[src/rtl/ctrl_fanout_merger.sv]
`default_nettype none
// ============================================================================
// Module   : ctrl_fanout_merger
// Purpose  : Fans root control messages out to child links (broadcast/unicast)
//            and round-robin merges child replies into one upstream stream.
// Revision : 1.0  initial release
// ============================================================================
module ctrl_fanout_merger #(
   parameter int CTRL_FIFO_WIDTH = 64,
   parameter int NUM_CHILDREN    = 4
) (
   input  logic                                  clk,
   input  logic                                  reset,
   input  logic [CTRL_FIFO_WIDTH-1:0]            down_data,
   input  logic                                  down_valid,
   output logic                                  down_ready,
   output logic [NUM_CHILDREN*CTRL_FIFO_WIDTH-1:0] child_data,
   output logic [NUM_CHILDREN-1:0]               child_valid,
   input  logic [NUM_CHILDREN-1:0]               child_ready,
   input  logic [NUM_CHILDREN*CTRL_FIFO_WIDTH-1:0] child_rx_data,
   input  logic [NUM_CHILDREN-1:0]               child_rx_valid,
   output logic [NUM_CHILDREN-1:0]               child_rx_ready,
   output logic [CTRL_FIFO_WIDTH-1:0]            up_data,
   output logic                                  up_valid,
   input  logic                                  up_ready,
   output logic [15:0]                           drop_count,
   output logic                                  busy
);

   localparam int c_PTR_W = (NUM_CHILDREN > 1) ? $clog2(NUM_CHILDREN) : 1;

   // Downstream holding register
   logic                       r_hold_valid;
   logic [CTRL_FIFO_WIDTH-1:0] r_hold_data;
   logic [NUM_CHILDREN-1:0]    r_pending;
   logic [15:0]                r_drop_count;

   logic [7:0]              w_dest;
   logic                    w_bcast;
   logic                    w_ucast;
   logic                    w_accept;
   logic [NUM_CHILDREN-1:0] w_onehot;
   logic [NUM_CHILDREN-1:0] w_pending_next;

   // Upstream slots and output register
   logic [NUM_CHILDREN-1:0]    r_slot_valid;
   logic [CTRL_FIFO_WIDTH-1:0] r_slot_data [NUM_CHILDREN];
   logic                       r_up_valid;
   logic [CTRL_FIFO_WIDTH-1:0] r_up_data;
   logic [c_PTR_W-1:0]         r_rr_ptr;

   logic               w_grant_found;
   logic [c_PTR_W-1:0] w_grant;
   logic [c_PTR_W-1:0] w_rr_next;
   logic               w_load_up;

   assign w_dest   = down_data[CTRL_FIFO_WIDTH-1 -: 8];
   assign w_bcast  = (w_dest == 8'hFF);
   assign w_ucast  = (int'(w_dest) < NUM_CHILDREN);
   assign w_accept = down_valid && !r_hold_valid;

   always_comb begin
      w_onehot = '0;
      for (int i = 0; i < NUM_CHILDREN; i++) begin
         w_onehot[i] = (w_dest == 8'(i));
      end
   end

   assign w_pending_next = r_pending & ~(child_valid & child_ready);

   always_ff @(posedge clk) begin
      if (reset) begin
         r_hold_valid <= 1'b0;
         r_hold_data  <= '0;
         r_pending    <= '0;
         r_drop_count <= '0;
      end else begin
         if (w_accept && (w_bcast || w_ucast)) begin
            r_hold_valid <= 1'b1;
            r_hold_data  <= down_data;
            r_pending    <= w_bcast ? {NUM_CHILDREN{1'b1}} : w_onehot;
         end else if (r_hold_valid) begin
            // Hold frees in the same edge the last outstanding child accepts
            r_pending    <= w_pending_next;
            r_hold_valid <= |w_pending_next;
         end
         if (w_accept && !w_bcast && !w_ucast && (r_drop_count != 16'hFFFF)) begin
            r_drop_count <= r_drop_count + 16'd1;
         end
      end
   end

   // Round-robin search starting at r_rr_ptr
   always_comb begin : p_grant
      int                 j;
      logic [c_PTR_W-1:0] idx;
      j             = 0;
      idx           = '0;
      w_grant_found = 1'b0;
      w_grant       = '0;
      for (int k = 0; k < NUM_CHILDREN; k++) begin
         j = int'(r_rr_ptr) + k;
         if (j >= NUM_CHILDREN) begin
            j = j - NUM_CHILDREN;
         end
         idx = c_PTR_W'(j);
         if (!w_grant_found && r_slot_valid[idx]) begin
            w_grant_found = 1'b1;
            w_grant       = idx;
         end
      end
   end

   assign w_rr_next = (w_grant == c_PTR_W'(NUM_CHILDREN - 1)) ? '0 : w_grant + c_PTR_W'(1);
   assign w_load_up = (!r_up_valid || up_ready) && w_grant_found;

   always_ff @(posedge clk) begin
      if (reset) begin
         r_slot_valid <= '0;
         for (int i = 0; i < NUM_CHILDREN; i++) begin
            r_slot_data[i] <= '0;
         end
         r_up_valid <= 1'b0;
         r_up_data  <= '0;
         r_rr_ptr   <= '0;
      end else begin
         for (int i = 0; i < NUM_CHILDREN; i++) begin
            if (w_load_up && (w_grant == c_PTR_W'(i))) begin
               r_slot_valid[i] <= 1'b0;
            end else if (child_rx_valid[i] && !r_slot_valid[i]) begin
               r_slot_valid[i] <= 1'b1;
               r_slot_data[i]  <= child_rx_data[i*CTRL_FIFO_WIDTH +: CTRL_FIFO_WIDTH];
            end
         end
         if (w_load_up) begin
            r_up_valid <= 1'b1;
            r_up_data  <= r_slot_data[w_grant];
            r_rr_ptr   <= w_rr_next;
         end else if (up_ready) begin
            r_up_valid <= 1'b0;
         end
      end
   end

   assign down_ready     = !r_hold_valid;
   assign child_valid    = {NUM_CHILDREN{r_hold_valid}} & r_pending;
   assign child_data     = {NUM_CHILDREN{r_hold_data}};
   assign child_rx_ready = ~r_slot_valid;
   assign up_data        = r_up_data;
   assign up_valid       = r_up_valid;
   assign drop_count     = r_drop_count;
   assign busy           = r_hold_valid | (|r_slot_valid) | r_up_valid;

endmodule
`default_nettype wire

[config.mk]
export PLATFORM = sky130hd
export DESIGN_NAME = ctrl_fanout_merger
export DESIGN_NICKNAME = d
export VERILOG_FILES = /design/src/rtl/ctrl_fanout_merger.sv
export SDC_FILE = /design/constraint.sdc
export NUM_CORES = 1
export LEC_CHECK = 0
export CELL_PAD_IN_SITES_DETAIL_PLACEMENT = 1
export CELL_PAD_IN_SITES_GLOBAL_PLACEMENT = 1
export CORE_AREA = 2 2 263 265
export CTS_CLUSTER_SIZE = 10
export DETAILED_ROUTE_END_ITERATION = 8
export DIE_AREA = 0 0 265 267
export GPL_TIMING_DRIVEN = 0
export MAX_ROUTING_LAYER = met4
export PLACE_DENSITY = 0.71
export RECOVER_POWER = 100
export SETUP_SLACK_MARGIN = 0.4
export SKIP_LAST_GASP = 1
export SLEW_MARGIN = 10
export SYNTH_ARGS = -nofsm -noshare
export SYNTH_HDL_FRONTEND = slang
export SYNTH_SLANG_ARGS = --single-unit
export TNS_END_PERCENT = 50
[constraint.sdc]
create_clock -name clk -period 3.39 [get_ports clk]
set_clock_uncertainty 0.1 [all_clocks]
set_input_delay 0.5085 -clock clk [delete_from_list [all_inputs] [get_ports clk]]
set_output_delay 0.5085 -clock clk [all_outputs]
set_load 0.005 [all_outputs]
==> results.json <==
{
  "fin_area_um2": 28200,
  "multi_input_area_um2": 5900,
  "hold_viol_final": 0,
  "synth_area_um2": 18600,
  "place.detailed.hpwl_um": 62000,
  "fmaxAchievable_ghz": 0.330,
  "fin_setup_tns_ns": 0,
  "fin_crit_sh_pct": 89.5,
  "synth-compound-area-share_pct": 10.0,
  "io_buffers": 678,
  "rows": 96,
  "r2r_slack_ns": 0.45,
  "synth-async-reset-ratio_pct": 0,
  "synthMuxAreaShare_pct": 3.50,
  "slowest_stage": "clkdlybuf4s50_1",
  "drtAntennaViolNets": 0,
  "synth_fa_ha_area_share_pct": 0.0672,
  "dpl-instance-area_um2": 26700,
  "floorplan.initialDensity_pct": 27.4,
  "grt_pass1_wl_um": 110000,
  "timing.max_cap.violations": 0,
  "setup-violations-final": 0,
  "post_cts_buffers": 0,
  "globalRouteTotalUtil_pct": 22.0,
  "crit_path_start": "reset",
  "cts-buffers-inserted": 50,
  "ys_seq_elements": 412,
  "instances_no_fill": 3387,
  "max_slew.worst_pin.slew_ns": 1.18,
  "core-area_um2": 68000,
  "leakage_nw": 11.0,
  "first_pass_iters": 5,
  "nFillCells": 7486,
  "crit_family": "buffers and inverters",
  "syn_inst": 1698,
  "dominantRegCellSynth": "edfxtp_1",
  "endpoint_kind": "register",
  "status": "finished, final reports clean",
  "gp_congestion": 0.908,
  "die-area_um2": 70800,
  "period_needed_ns": 3.03,
  "avgSynthCellArea_um2": 11.0,
  "critPathCapture": "r_slot_data[2][9]",
  "ys_types": 46,
  "yosysMostFrequentCell": "and2_1",
  "grt_pass1_vias": 16500,
  "reg2reg_to": "up_data[21]",
  "start_kind": "primary input",
  "reg2reg_depth": 7,
  "yosysWarnings": 0,
  "htree_levels": 2,
  "antenna_found_initial": 40,
  "hold_slack_ns": 0.376,
  "critPathKind": "in -> reg",
  "power_density_nw_per_um2": 507,
  "cpPeakStageDelay_ns": 0.58,
  "ioPinCount": 679,
  "root_buffer": "clkbuf_16",
  "synth_nets": 2031,
  "clock-sinks": 412,
  "synth_top_family_by_area": "simple AND/OR/NAND/NOR gates",
  "cp_common_cell": "clkbuf_1",
  "synth_xor_area_share_pct": 0.659,
  "cts_tree": "yes",
  "clk-insertion-delay-late_ns": 0.58,
  "rsz0062_at_grt": "no",
  "place_inst": 3265,
  "area_delta_synth_final_pct": 51.7,
  "die_height_um": 267,
  "drt_iter0_markers": 569,
  "timing.final.max_slew_violations": 0,
  "via_per_inst": 4.54,
  "drc": 0,
  "routed_wl_um": 77500,
  "seq_area_frac_synth_pct": 58.1,
  "yosysTopAreaCell": "edfxtp_1",
  "die_w_um": 265,
  "r2r_start": "r_slot_valid[2]",
  "avgRoutedWirePerCell_um": 22.9,
  "path_buf_inv": 4,
  "utilization_pct": 41.5,
  "hold_class": "reg -> reg",
  "gr-total-overflow": 0,
  "slew-limit-headroom_pct": 21.2,
  "synthTopCellsByArea": "edfxtp_1, dfxtp_1, and2_1",
  "critical_path_arrival_ns": 3.14,
  "fin_nets": 2768,
  "clk_path_buf_depth": 3,
  "path_clk_slew_ns": 0.05,
  "synth_edf_count": 256,
  "layout-drive-gt1-share_pct": 11.8,
  "required_ns": 3.49,
  "cp_cell_sequence": "clkdlybuf4s50_1, clkbuf_1, clkbuf_1, nand2b_4, buf_6",
  "regArea_um2": 10800,
  "synth-simple-area-share_pct": 17.3,
  "grt_max_degree": 55,
  "worstSetupPathDepth": 5,
  "crit_fanout": 54,
  "vias": 15400,
  "ir_drop_mv": 0.307,
  "synth_commonest_cells": "and2_1, edfxtp_1, nand2_1",
  "netlist.area_leader.share_pct": 41.3,
  "hold_buffers": 0
}
==> worst register-to-register path: cells and delay by family, from the launching register on <==
family	cells	cell delay (ns)
compound gates	4	1.30
buf+inv	2	0.73
flops	1	0.45
simple gates	1	0.22
==> routing by layer <==
metal	track usage, %	routed length (µm)
met1	21.1	26600
met2	41.5	42400
met3	4.91	4710
met4	10.4	3710
met5	-	0
==> cells by family (layout without fill, tap and decap cells) <==
| group | Yosys count | count (layout) |
|---|---|---|
| adder cells (fa/ha/maj) | 1 | 1 |
| XOR/XNOR | 14 | 14 |
| multiplexers | 65 | 65 |
| buffers and inverters | 308 | 1085 |
| AND/OR/NAND/NOR | 607 | 607 |
| other | 0 | 30 |
| AO/OA/AOI/OAI | 291 | 291 |
| flip-flops | 412 | 412 |
==> state kept, by name, summed over array words and instances, names as in the netlist, 2 cells and up <==
| name | cells |
|---|---|
| r_slot_valid | 4 |
| r_rr_ptr | 2 |
| r_slot_data | 256 |
| r_pending | 4 |
| r_hold_data | 64 |
| up_data | 64 |
| drop_count | 16 |
==> cell type report <==
class                   instances  share of cell area [%]
diodes                         30                   0.266
plain buffers                 298                    6.72
clock buffers                  86                    5.24
clock inverters                 6                   0.182
inverters                      10                   0.133
multi-input cells             978                    20.9
flip-flops and latches        412                    38.3
well taps                     882                    3.91
repair buffers                685                    24.4
==> timing repair <==
| action | 4_1_cts | 5_1_grt |
|---|---|---|
| endpoints found under the setup margin | 92 | 1 |
| gates resized for setup | 7 | 2 |
| endpoints found under the hold margin | 0 | 0 |
==> stage by stage <==
stage | power (mW) | worst slack, ns
floorplan | 7.67 | 0.168
CTS | 14.6 | 0.410
finish | 14.3 | 0.357
detailed placement | 9.55 | -0.283
global route | 15.0 | 0.222
global placement | 9.43 | -2.32
==> cells in the final DEF (no fill, tap or decap), types with 14 or more instances in the layout <==
cell and n:
nor2_1 30, edfxtp_1 256, dlygate4sd3_1 196, buf_2 16, clkbuf_1 112, dfxtp_1 156
mux2i_1 65, o21ai_1 53, and2_0 184, o21ai_0 15, a21boi_0 67, buf_4 42
and3_1 66, clkdlybuf4s50_1 481, clkbuf_16 52, and2_1 79, xnor2_1 14, a21oi_1 69
nand2_1 204, diode_2 30, o211ai_1 64, clkbuf_4 151
==> worst min path at each step <==
stage / startpoint / end / slack (ns) / cells past startpoint
floorplan: r_rr_ptr[0] / r_rr_ptr[0] / 0.38 / 2
global placement: up_data[0] / up_data[0] / 0.37 / 2
detailed placement: up_data[24] / up_data[24] / 0.38 / 2
CTS: down_data[27] / r_hold_data[27] / 0.35 / 3
global route: down_data[4] / r_hold_data[4] / 0.38 / 3
finish: up_data[24] / up_data[24] / 0.38 / 2
==> report_power, final <==
group / leakage (nW) / internal (mW) / switching (mW)
clock network: 0.737 / 2.95 / 2.09
registers: 4.04 / 5.94 / 0.253
logic: 6.25 / 1.33 / 1.76
total: 11.0 / 10.2 / 4.11
No activity file was read; power rests on OpenSTA's default activity.
